## src/rtl/nios2_system_key_debounce.sv

```systemverilog
// Push-button conditioner for the Nios II key PIO.
// Each channel synchronises its raw active-low key into clk and accepts a new level only after
// it has been stable for DEBOUNCE_CYCLES consecutive cycles. The downstream falling-edge capture
// therefore sees exactly one edge per physical press.
module nios2_system_key_debounce #(
  parameter int unsigned WIDTH           = 3,
  parameter int unsigned DEBOUNCE_CYCLES = 500000,
  parameter int unsigned CNT_W           = 19,
  parameter logic        IDLE_LEVEL      = 1'b1
) (
  input  logic             clk,
  input  logic             reset_n,
  input  logic [WIDTH-1:0] key_raw,
  output logic [WIDTH-1:0] key_out,
  output logic [WIDTH-1:0] press_pulse,
  output logic [WIDTH-1:0] release_pulse
);

  typedef enum logic {StStable, StPending} state_e;

  // Terminal count: the filter edge that sees the DEBOUNCE_CYCLES-th consecutive mismatch.
  localparam logic [CNT_W-1:0] CntMax = CNT_W'(DEBOUNCE_CYCLES - 1);

  for (genvar i = 0; i < WIDTH; i++) begin : g_chan
    logic             s1;
    logic             s2;
    state_e           state;
    logic [CNT_W-1:0] cnt;
    logic             level;
    logic             press;
    logic             rel;

    // Two-flop synchroniser; only s2 is allowed to reach the filter.
    always_ff @(posedge clk or negedge reset_n) begin
      if (!reset_n) begin
        s1 <= IDLE_LEVEL;
        s2 <= IDLE_LEVEL;
      end else begin
        s1 <= key_raw[i];
        s2 <= s1;
      end
    end

    // Stability filter: count consecutive mismatches, accept the level at the terminal count.
    always_ff @(posedge clk or negedge reset_n) begin
      if (!reset_n) begin
        state <= StStable;
        cnt   <= '0;
        level <= IDLE_LEVEL;
        press <= 1'b0;
        rel   <= 1'b0;
      end else begin
        // Strobes last one cycle unless re-asserted by a toggle below.
        press <= 1'b0;
        rel   <= 1'b0;
        case (state)
          StStable: begin
            if (s2 != level) begin
              if (DEBOUNCE_CYCLES == 1) begin
                // A single stable cycle is enough: accept straight away.
                level <= s2;
                press <= (s2 != IDLE_LEVEL);
                rel   <= (s2 == IDLE_LEVEL);
              end else begin
                state <= StPending;
                cnt   <= CNT_W'(1);
              end
            end
          end
          StPending: begin
            if (s2 == level) begin
              // Bounced back before the window closed: forget the attempt.
              state <= StStable;
              cnt   <= '0;
            end else if (cnt == CntMax) begin
              level <= s2;
              press <= (s2 != IDLE_LEVEL);
              rel   <= (s2 == IDLE_LEVEL);
              state <= StStable;
              cnt   <= '0;
            end else begin
              cnt <= cnt + 1'b1;
            end
          end
          default: begin
            state <= StStable;
            cnt   <= '0;
          end
        endcase
      end
    end

    assign key_out[i]       = level;
    assign press_pulse[i]   = press;
    assign release_pulse[i] = rel;
  end

endmodule

```

## config.mk

```make
export PLATFORM = sky130hd
export DESIGN_NAME = nios2_system_key_debounce
export DESIGN_NICKNAME = d
export VERILOG_FILES = /design/src/rtl/nios2_system_key_debounce.sv
export SDC_FILE = /design/constraint.sdc
export NUM_CORES = 1
export LEC_CHECK = 0
export BUFFER_PORTS_ARGS = -buffer_cell sky130_fd_sc_hd__buf_2
export CORE_ASPECT_RATIO = 0.5
export CORE_MARGIN = 5
export CORE_UTILIZATION = 51
export DETAILED_ROUTE_END_ITERATION = 10
export MAX_ROUTING_LAYER = met4
export PLACE_DENSITY = 0.68
export SLEW_MARGIN = 20
export SYNTH_ARGS = -nofsm -noshare
export SYNTH_HDL_FRONTEND = slang
export SYNTH_SLANG_ARGS = --single-unit
```

## constraint.sdc

```tcl
create_clock -name clk -period 2.2 [get_ports clk]
set_input_delay 0.66 -clock clk [delete_from_list [all_inputs] [get_ports clk]]
set_output_delay 0.66 -clock clk [all_outputs]
set_load 0.02 [all_outputs]
```

==> impl_metrics.py <==
metrics = {
    "critical_path": {
        "critPathArrivalTime_ns": 2.22,
        "reg2regPathDepth": 7,
        "worst_setup_path_end_kind": "register",
        "worstPathRequired_ns": 2.42,
        "worst_path_largest_cell_delay_ns": 0.40,
        "crit_path_max_fanout": 17,
        "path_buf_inv": 1,
        "timing.setup.critical_path_class": "reg -> reg",
        "stages_on_worst_setup_path": 7,
        "crit_path_cell_trace": "ha_1 > and4bb_1 > nand4_1 > o31ai_4 > buf_4 > o21ai_1 > a22o_1",
        "setup.worst_path.start_class": "register",
        "cpLargestDelayFamily": "compound AO/OA/AOI/OAI gates",
        "cpMaxStageDelayCell": "sky130_fd_sc_hd__dfrtp_1",
    },
    "synth": {
        "synthAdderAreaFrac": 0.00931,
        "syn_nets": 433,
        "ys_types": 58,
        "synth_top_family_by_area": "simple AND/OR/NAND/NOR gates",
        "netlist_top_cells_area": "sky130_fd_sc_hd__dfrtp_1 41%, sky130_fd_sc_hd__dfstp_2 5.9%, sky130_fd_sc_hd__nand3_1 4.0%, sky130_fd_sc_hd__o21ai_1 3.5%, sky130_fd_sc_hd__or3_1 3.4%",
        "synth_compound_gate_area_share": 0.162,
        "synth_xor_xnor_area_share": 0.0146,
        "syn-instance-count": 425,
        "simple_gate_fraction_of_synth_area": 0.275,
        "ys_ff_latch": 75,
        "synth-seq-area-share": 0.468,
        "async_reset_ff_frac": 1.00,
        "number_of_warnings_issued_by_yosys": 0,
        "synth_area_leader_cell": "sky130_fd_sc_hd__dfrtp_1",
        "netlist.area_leader.share": 0.410,
        "syn-mean-instance-area_um2": 9.48,
        "synthesis.area_um2": 4030,
        "yosys_most_used_dff": "sky130_fd_sc_hd__dfrtp_1",
        "synth_mux_area_frac": 0.0183,
        "synth_enable_flop_cells": 0,
    },
    "floorplanning": {
        "die-width_um": 136,
        "floorplan.initialDensity": 0.536,
        "core-area_um2": 7510,
        "die-height_um": 72.9,
        "top_level_ports": 14,
        "fp-row-count": 22,
        "die_area_um2": 9890,
    },
    "grt": {
        "groute.usage.overall": 0.186,
        "grt_pass1_vias": 3117,
        "grt_start_max_net_pins": 52,
        "grt_first_pass_wirelength_um": 14200,
        "antenna_found_initial": 0,
        "overflow": 0,
    },
    "drt": {
        "drt_iter0_markers": 137,
        "post_drt_via_cell_ratio": 5.76,
        "drt-total-wl_um": 8110,
        "vias": 3173,
        "wl_per_cell_um": 14.7,
        "antenna_violating_nets_post_route": 0,
        "number_of_detailed_route_iterations_in_the_first_pass": 4,
        "detail_route.drc_violations": 0,
    },
    "timing": {
        "fin_tns_setup_ns": 0,
        "setup_violations": 0,
        "slew_viol_final": 0,
        "clock-skew-final_ns": 0.00736,
        "tightestPinTransition_ns": 0.942,
        "rsz0062_at_grt": "no",
        "max_freq_mhz": 502,
        "slew_headroom": 0.370,
        "min_period_over_period": 0.906,
        "hold_violations": 0,
        "min_period_ns": 1.99,
    },
    "clock_network": {
        "cts_htree_levels": 3,
        "cts_resized": 0,
        "tritoncts": "done",
        "cts_made_buffers": 9,
        "clk_transition_reported_paths_ns": 0.05,
        "clockRootBuffer": "sky130_fd_sc_hd__clkbuf_16",
        "cts-hold-fix-buffers": 0,
        "worst_skew_pair.late_latency_ns": 0.34,
        "numClockSinks": 75,
        "cts_setup_buffers": 0,
        "cts-root-to-sink-buffers": 2,
    },
    "min_path": {
        "hp_class": "in -> async",
    },
    "final_layout": {
        "n_antenna_cell": 0,
        "share_of_final_layout_standard_cells_stronger_than_drive_strength_1": 0.135,
        "design_area_um2": 4440,
        "layout.nets": 446,
        "areaGrowthSynthToFinish_pct": 10.2,
    },
    "placed_design": {
        "routability_cong": 0.945,
        "placement.io_buffers": 13,
        "detailed_place.area_um2": 4170,
        "hpwl_reported_at_the_end_of_detailed_placement_um": 5490,
    },
    "status": {
        "outcome": "complete, no violations",
    },
    "power_and_ir_drop": {
        "power.static_leakage_nw": 1.93,
        "p_per_area_nw_per_um2": 662,
        "max-vdd-ir-drop_mv": 0.356,
    },
    "run": {
        "timing.max_cap.violations": 0,
    },
}
through the flow:
| step | hold WS [ns] | instances | utilization | power, mW | setup slack (ns) |
|---|---|---|---|---|---|
| 2_1_floorplan | 0.345 | 425 | - | 1.57 | 0.393 |
| 3_3_place_gp | 0.346 | 535 | 0.555 | 1.63 | 0.316 |
| 3_5_place_dp | 0.350 | 535 | 0.555 | 1.64 | 0.238 |
| 4_1_cts | 0.228 | 551 | 0.591 | 2.98 | 0.224 |
| 5_1_grt | 0.250 | 551 | 0.591 | 3.08 | 0.0252 |
| 6_report | 0.229 | 551 | 0.591 | 2.94 | 0.207 |
kinds of logic (layout without fill, tap and decap cells):
logic type,after synthesis,in the layout
flip-flops,75,75
buffers and inverters,40,58
adder cells (fa/ha/maj),3,3
XOR/XNOR,5,5
AND/OR/NAND/NOR,194,194
multiplexers,7,7
AO/OA/AOI/OAI,101,101
power by group:
part | switching, mW | internal [mW] | total [mW]
Combinational | 0.115 | 0.0639 | 0.179
Clock | 0.533 | 0.788 | 1.32
Sequential | 0.0270 | 1.41 | 1.44
area by class of cell:
class,count,area (um2)
clock buffers,13,250
clock inverters,3,15.0
fillers,664,3080
inverters,21,78.8
multi-input cells,310,1930
flip-flops and latches,75,1890
well taps,108,135
repair buffers,21,140
Yosys cell counts (all sizes together) (3+ instances only):
cell type  number
dfrtp          66
nand2          37
o21ai          35
nand3          33
a21oi          27
or3            22
inv            21
nor2           18
buf            15
nand4          15
a21o           14
nor3b          13
and2           10
dfstp           9
nor3            9
and3            8
a22o            7
nor4            7
or2             6
xor2            5
clkbuf          4
mux2i           4
o31ai           4
and4            3
and4bb          3
ha              3
mux2            3
nor4b           3
worst register-to-register path: stages (launching register included):
cell	delay, ns
sky130_fd_sc_hd__dfrtp_1	0.40
sky130_fd_sc_hd__ha_1	0.27
sky130_fd_sc_hd__and4bb_1	0.21
sky130_fd_sc_hd__nand4_1	0.18
sky130_fd_sc_hd__o31ai_4	0.26
sky130_fd_sc_hd__buf_4	0.24
sky130_fd_sc_hd__o21ai_1	0.10
sky130_fd_sc_hd__a22o_1	0.23
placed cells by master, fill, tap and decap left out, types with 6 or more instances in the layout:
cell type                   count
sky130_fd_sc_hd__a21o_1        13
sky130_fd_sc_hd__a21oi_1       26
sky130_fd_sc_hd__a22o_1         7
sky130_fd_sc_hd__and2_1        10
sky130_fd_sc_hd__and3_1         8
sky130_fd_sc_hd__buf_2         12
sky130_fd_sc_hd__buf_4          8
sky130_fd_sc_hd__clkbuf_16      9
sky130_fd_sc_hd__dfrtp_1       66
sky130_fd_sc_hd__dfstp_2        9
sky130_fd_sc_hd__inv_1         21
sky130_fd_sc_hd__nand2_1       36
sky130_fd_sc_hd__nand3_1       32
sky130_fd_sc_hd__nand4_1       15
sky130_fd_sc_hd__nor2_1        18
sky130_fd_sc_hd__nor3_1         9
sky130_fd_sc_hd__nor3b_1       13
sky130_fd_sc_hd__nor4_1         6
sky130_fd_sc_hd__o21ai_0        7
sky130_fd_sc_hd__o21ai_1       28
sky130_fd_sc_hd__or3_1         22
metal layers:
metal	global-route usage	vias to the layer above	part of all wire
met5	-	-	0
met4	0.0637	0	0.011
met3	0.0620	10	0.037
met2	0.301	47	0.49
met1	0.221	1544	0.47
li1	-	1572	-
path summary, 6_finish.rpt:
path                                   from                 to  slack (ns)
max reg2reg                g_chan[1].cnt[1]  g_chan[1].cnt[10]        0.21
max                        g_chan[1].cnt[1]  g_chan[1].cnt[10]        0.21
min reg2reg                    g_chan[1].s1       g_chan[1].s2        0.36
min                                 reset_n  g_chan[2].cnt[13]        0.23
max in group asynchronous           reset_n       g_chan[0].s1        1.34
min in group clk               g_chan[1].s1       g_chan[1].s2        0.36
registers in the layout (all words and copies together), names as in the netlist:
signal	count
g_chan.cnt	57
g_chan.level	3
g_chan.press	3
g_chan.rel	3
g_chan.s1	3
g_chan.s2	3
g_chan.state	3
Note: power is estimated with default switching activity, not from simulation.
